==> src/rtl/qam16_pkg.sv <==
// Shared 16-QAM definitions: 1s17 sample format, Gray 4-ASK levels, LFSR geometry.
// Used by the TX symbol source, the RX slicer and the BER checker.
package qam16_pkg;
    localparam int SAMPLE_W = 18;
    localparam int FRAC_W   = 17;
    typedef logic signed [SAMPLE_W-1:0] sample_t;

    localparam sample_t ASK_A_DEFAULT = 18'sd16384;

    localparam int LFSR_W      = 15;
    localparam int LFSR_TAP_HI = 14;
    localparam int LFSR_TAP_LO = 13;
    typedef logic [LFSR_W-1:0] lfsr_t;

    // Gray order along the amplitude axis: 00, 01, 11, 10
    typedef enum logic [1:0] {
        GRAY_M3 = 2'b00,
        GRAY_M1 = 2'b01,
        GRAY_P3 = 2'b10,
        GRAY_P1 = 2'b11
    } gray_t;

    function automatic sample_t ask_map(input logic [1:0] bits, input sample_t a);
        sample_t a3;
        a3 = a + a + a;
        ask_map = '0;
        case (gray_t'(bits))
            GRAY_M3: ask_map = -a3;
            GRAY_M1: ask_map = -a;
            GRAY_P1: ask_map = a;
            GRAY_P3: ask_map = a3;
            default: ask_map = '0;
        endcase
    endfunction
endpackage

==> src/rtl/qam16_tx_symbol_source_if.sv <==
// Enable inputs and upsampled symbol outputs of the 16-QAM TX symbol source.
interface qam16_tx_symbol_source_if
    import qam16_pkg::*;
#(
    parameter int CNT_W = 16
);
    logic             sam_clk_en;
    logic             sym_clk_en;
    logic             tx_en;
    sample_t          out_i;
    sample_t          out_q;
    logic             sym_valid;
    logic [3:0]       sym_bits;
    logic [CNT_W-1:0] sym_count;

    modport master (
        input  sam_clk_en, sym_clk_en, tx_en,
        output out_i, out_q, sym_valid, sym_bits, sym_count
    );

    modport slave (
        output sam_clk_en, sym_clk_en, tx_en,
        input  out_i, out_q, sym_valid, sym_bits, sym_count
    );
endinterface

==> src/rtl/lfsr15_gen.sv <==
// 15-bit Fibonacci LFSR (x^15+x^14+1) with enable, synchronous seed load and
// recovery from the all-zero lockup state.
module lfsr15_gen
    import qam16_pkg::*;
#(
    parameter lfsr_t SEED = 15'h0001
) (
    input  logic  clk,
    input  logic  reset,
    input  logic  en,
    input  logic  load,
    output lfsr_t state
);
    always_ff @(posedge clk or posedge reset) begin
        if (reset)
            state <= SEED;
        else if (load)
            state <= SEED;
        else if (en) begin
            // all-zero is a fixed point of the feedback, so reseed instead
            if (state == '0)
                state <= SEED;
            else
                state <= {state[LFSR_W-2:0], state[LFSR_TAP_HI] ^ state[LFSR_TAP_LO]};
        end
    end
endmodule

==> src/rtl/qam16_tx_symbol_source.sv <==
// Pseudo-random 16-QAM symbol source, Gray 4-ASK mapped per rail and
// zero-stuffed to the sample rate for the I/Q SRRC TX filters.
module qam16_tx_symbol_source
    import qam16_pkg::*;
#(
    parameter lfsr_t   LFSR_SEED = 15'h0001,
    parameter sample_t ASK_A     = ASK_A_DEFAULT,
    parameter int      CNT_W     = 16
) (
    input  logic                      clk,
    input  logic                      reset,
    qam16_tx_symbol_source_if.master  bus
);
    if (3 * int'(ASK_A) > 131071) begin : g_bad_ask
        $error("qam16_tx_symbol_source: 3*ASK_A overflows 1s17");
    end
    if (LFSR_SEED == '0) begin : g_bad_seed
        $error("qam16_tx_symbol_source: LFSR_SEED must be non-zero");
    end

    lfsr_t lfsr;
    logic  sym_ev;

    assign sym_ev = bus.sam_clk_en & bus.sym_clk_en & bus.tx_en;

    lfsr15_gen #(.SEED(LFSR_SEED)) u_lfsr (
        .clk   (clk),
        .reset (reset),
        .en    (sym_ev),
        .load  (1'b0),
        .state (lfsr)
    );

    // Any sample instant that is not a symbol event (stuff or tx_en low) emits 0;
    // with sam_clk_en low everything holds except the one-clk sym_valid pulse.
    always_ff @(posedge clk or posedge reset) begin
        if (reset) begin
            bus.out_i     <= '0;
            bus.out_q     <= '0;
            bus.sym_valid <= 1'b0;
            bus.sym_bits  <= '0;
            bus.sym_count <= '0;
        end else begin
            bus.sym_valid <= sym_ev;
            if (sym_ev) begin
                bus.out_i     <= ask_map(lfsr[1:0], ASK_A);
                bus.out_q     <= ask_map(lfsr[3:2], ASK_A);
                bus.sym_bits  <= lfsr[3:0];
                bus.sym_count <= bus.sym_count + CNT_W'(1);
            end else if (bus.sam_clk_en) begin
                bus.out_i <= '0;
                bus.out_q <= '0;
            end
        end
    end
endmodule
==> src/flat_wrapper.sv <==
// flat-port wrapper written by rule: the top's interface ports become plain ports
module qam16_tx_symbol_source_flat import qam16_pkg::*;
#(
    parameter lfsr_t   LFSR_SEED = 15'h0001,
    parameter sample_t ASK_A     = ASK_A_DEFAULT,
    parameter int      CNT_W     = 16
)
  (clk, reset, bus_sam_clk_en, bus_sym_clk_en, bus_tx_en, bus_out_i, bus_out_q, bus_sym_valid, bus_sym_bits, bus_sym_count);
  qam16_tx_symbol_source_if #(.CNT_W(CNT_W)) bus_i ();
  input  logic clk;
  input  logic reset;
  input wire logic [$bits(bus_i.sam_clk_en)-1:0] bus_sam_clk_en;
  input wire logic [$bits(bus_i.sym_clk_en)-1:0] bus_sym_clk_en;
  input wire logic [$bits(bus_i.tx_en)-1:0] bus_tx_en;
  output wire logic [$bits(bus_i.out_i)-1:0] bus_out_i;
  output wire logic [$bits(bus_i.out_q)-1:0] bus_out_q;
  output wire logic [$bits(bus_i.sym_valid)-1:0] bus_sym_valid;
  output wire logic [$bits(bus_i.sym_bits)-1:0] bus_sym_bits;
  output wire logic [$bits(bus_i.sym_count)-1:0] bus_sym_count;
  assign bus_i.sam_clk_en = bus_sam_clk_en;
  assign bus_i.sym_clk_en = bus_sym_clk_en;
  assign bus_i.tx_en = bus_tx_en;
  assign bus_out_i = bus_i.out_i;
  assign bus_out_q = bus_i.out_q;
  assign bus_sym_valid = bus_i.sym_valid;
  assign bus_sym_bits = bus_i.sym_bits;
  assign bus_sym_count = bus_i.sym_count;
  qam16_tx_symbol_source #(.LFSR_SEED(LFSR_SEED), .ASK_A(ASK_A), .CNT_W(CNT_W)) u_core (.clk(clk), .reset(reset), .bus(bus_i));
endmodule
==> config.mk <==
export PLATFORM = sky130hd
export DESIGN_NAME = qam16_tx_symbol_source_flat
export DESIGN_NICKNAME = d
export VERILOG_FILES = /design/src/rtl/qam16_pkg.sv /design/src/rtl/qam16_tx_symbol_source_if.sv /design/src/rtl/lfsr15_gen.sv /design/src/rtl/qam16_tx_symbol_source.sv /design/src/flat_wrapper.sv
export SDC_FILE = /design/constraint.sdc
export NUM_CORES = 1
export LEC_CHECK = 0
export ABC_AREA = 1
export CAP_MARGIN = 20
export CORE_UTILIZATION = 45
export CTS_BUF_LIST = sky130_fd_sc_hd__clkbuf_2
export DETAILED_ROUTE_END_ITERATION = 6
export GPL_ROUTABILITY_DRIVEN = 0
export PLACE_DENSITY_LB_ADDON = 0.25
export SLEW_MARGIN = 25
export SYNTH_ARGS = -nofsm -noshare
export SYNTH_HDL_FRONTEND = slang
export SYNTH_SLANG_ARGS = --single-unit
==> constraint.sdc <==
create_clock -name clk -period 2.9 [get_ports clk]
set_clock_uncertainty 0.1 [all_clocks]
set_input_delay 0.725 -clock clk [delete_from_list [all_inputs] [get_ports clk]]
set_output_delay 0.725 -clock clk [all_outputs]
set_load 0.01 [all_outputs]
==> impl_metrics.py <==
metrics = {
    "yosys": {
        "synth_top_cell_area_share_pct": 45.3,
        "yosys_most_used_dff": "dfrtp_1",
        "yosys.area.top_type": "dfrtp_1",
        "synth-async-reset-ratio_pct": 100,
        "yosys_register_bits": 41,
        "synth.avg_cell_area_um2": 8.43,
        "yosysMostFrequentCell": "nand2_1",
        "synth_area_mm2": 0.00221,
        "syn_inst": 262,
        "yosysUniqueCellTypes": 25,
        "synthTopCellsByArea": "dfrtp_1 (45%), nand2_1 (12%), buf_4 (11%)",
        "yosysWarnings": 0,
        "synth-seq-area-share_pct": 46.5,
        "synth_common_cells": "nand2_1 (73), dfrtp_1 (40), buf_4 (31), inv_1 (29), nor2_1 (18)",
        "synth_edf_count": 0,
    },
    "finish": {
        "nFillCells": 436,
        "multi_input_area_um2": 903,
        "drive_gt1_share_pct": 7.38,
        "seq_area_mm2": 0.00103,
        "post-route-util_pct": 54.0,
        "antenna_cells": 0,
        "syn2layout_area_growth_pct": 15.5,
        "final_area_mm2": 0.00255,
        "nets": 308,
    },
    "die": {
        "initial_core_util_pct": 46.8,
        "core-area_mm2": 0.00472,
        "dieArea_mm2": 0.00519,
        "die_h_um": 72.1,
        "io_pins": 62,
        "fp.dieW_um": 72.1,
        "row_count": 25,
    },
    "setup_path": {
        "path_buf_inv": 1,
        "worstPathCellList": "clkdlybuf4s50_1",
        "critPathTopFamily": "buffers and inverters",
        "worstPathRequired_ns": 2.08,
        "worstSetupPathType": "reg2out",
        "critPathMaxFanout": 6,
        "worst_path_max_delay_cell": "clkdlybuf4s50_1",
        "endpoint_kind": "output pin",
        "cp.arrival_ns": 1.49,
        "critical_path_depth": 1,
        "ff2ff_path_depth": 8,
        "slowest_delay_ns": 0.58,
        "worst_setup_path_start_kind": "register",
    },
    "timing": {
        "tightest_slew_ns": 0.535,
        "relSlewSlack_pct": 64.3,
        "slew_viol_final": 0,
        "fmax_ghz": 0.431,
        "fin_setup_tns_ns": 0,
        "timing.final.hold_violations": 0,
        "rsz0062_at_grt": "false",
        "period_needed_ns": 2.32,
        "post-route-period-util_pct": 80.0,
        "fin_hold_ws_ns": 0.415,
        "setup_violations": 0,
    },
    "run_status": {
        "status": "finished, final reports clean",
    },
    "clocking": {
        "htree_levels": 2,
        "cts_resized": 0,
        "post-cts-setup-buffers": 0,
        "cts.root.buffer_cell": "clkbuf_2",
        "cts.sinks": 41,
        "cts_hold_buf": 0,
        "cts-buffers-inserted": 5,
        "clock_latency_ns": 0.40,
        "cts_tree": "yes",
        "cts_buffer_depth": 2,
        "clkTransAtPathRegs_ns": 0.22,
    },
    "flow_run": {
        "drv_cap": 0,
    },
    "pwr": {
        "p_leak_nw": 1.25,
        "ir_drop_mv": 0.340,
        "finalPower_mw": 1.55,
        "power.density_mw_per_mm2": 607,
    },
    "placement": {
        "place_area_mm2": 0.00248,
        "portBuffers": 33,
        "dpl.hpwl_mm": 2.92,
    },
    "worst_hold_path": {
        "whs_path_depth": 2,
        "hp-class": "reg2reg",
    },
    "routing": {
        "drc": 0,
        "dr.pass1.iters": 4,
        "via_per_inst": 4.37,
        "routed_wl_mm": 3.88,
        "drtIter0Drc": 81,
        "wire_per_inst_um": 10.6,
        "dr_total_vias": 1594,
        "ant_nets": 0,
    },
    "global_route": {
        "grt-ovfl-total": 0,
        "antenna_found_initial": 0,
        "grt_use_total_pct": 16.7,
        "grt_pass1_vias": 1433,
        "grt_max_degree": 29,
        "grt_pass1_wl_mm": 6.61,
    },
}
[flip-flops by register name, indices dropped and copies added, names as in the netlist]
register              count
u_core.bus.out_q          3
u_core.bus.sym_bits       4
u_core.bus.sym_valid      1
u_core.bus.sym_count     16
u_core.u_lfsr.state      15
u_core.bus.out_i          2
[kinds of logic after synthesis]
kind of cell	after synthesis	share of synthesized area [%]
AOI/OAI and AO/OA	25	5.78
xor gates and xnor gates	7	2.78
adders and majority gates	6	3.40
buffers and inverters	65	17.2
DFF	41	46.5
other	1	0.170
and+or+nand+nor	117	24.2
[worst paths after layout]
kind / from / to / slack [ns]
max: u_core.bus.sym_count[12]$_DFFE_PP0P_ / bus_sym_count[12] / 0.58
min: u_core.u_lfsr.state[9]$_DFFE_PP0P_ / u_core.u_lfsr.state[9]$_DFFE_PP0P_ / 0.42
max reg2reg: u_core.bus.sym_count[0]$_DFFE_PP0P_ / u_core.bus.sym_count[12]$_DFFE_PP0P_ / 1.37
min reg2reg: u_core.u_lfsr.state[9]$_DFFE_PP0P_ / u_core.u_lfsr.state[9]$_DFFE_PP0P_ / 0.42
max in group asynchronous: reset / u_core.u_lfsr.state[0]$_DFFE_PP1P_ / 1.52
min in group asynchronous: reset / u_core.bus.sym_count[0]$_DFFE_PP0P_ / 0.52
[cell type report]
cell class	instances	area share [%]
Tap cell	67	3.29
Timing Repair Buffer	37	14.1
Clock inverter	3	1.62
Multi-Input combinational cell	183	35.4
Sequential cell	41	40.3
Inverter	29	4.27
Clock buffer	5	0.981
[cells in the final DEF (no fill, tap or decap), drive strengths merged, types with 2 or more instances in the layout]
cell type / count
buf: 4
clkbuf: 5
clkdlybuf4s50: 33
conb: 28
dfrtp: 40
ha: 6
inv: 29
nand2: 77
nand3: 11
nand3b: 3
nand4: 2
nor2: 23
o21ai: 24
xnor2: 3
xor2: 4
[layer usage]
metal  track usage (%)  routed length, µm
met1              21.8               1870
met2              26.8               1800
met3              4.17                158
met4              6.32                 57
met5                 0                  0
[report_power, final]
group / total, mW / internal, mW / leakage (nW) / switching (mW)
logic: 0.428 / 0.209 / 0.677 / 0.219
clock network: 0.336 / 0.143 / 0.0366 / 0.193
registers: 0.785 / 0.686 / 0.536 / 0.0982
total: 1.55 / 1.04 / 1.25 / 0.511
[metrics by stage]
stage | setup WS (ns) | std cells
floorplan | 1.13 | 289
global placement | 0.644 | 357
detailed placement | 0.585 | 357
CTS | 0.557 | 365
global route | 0.492 | 365
finish | 0.581 | 365
No activity file was read; power rests on OpenSTA's default activity.
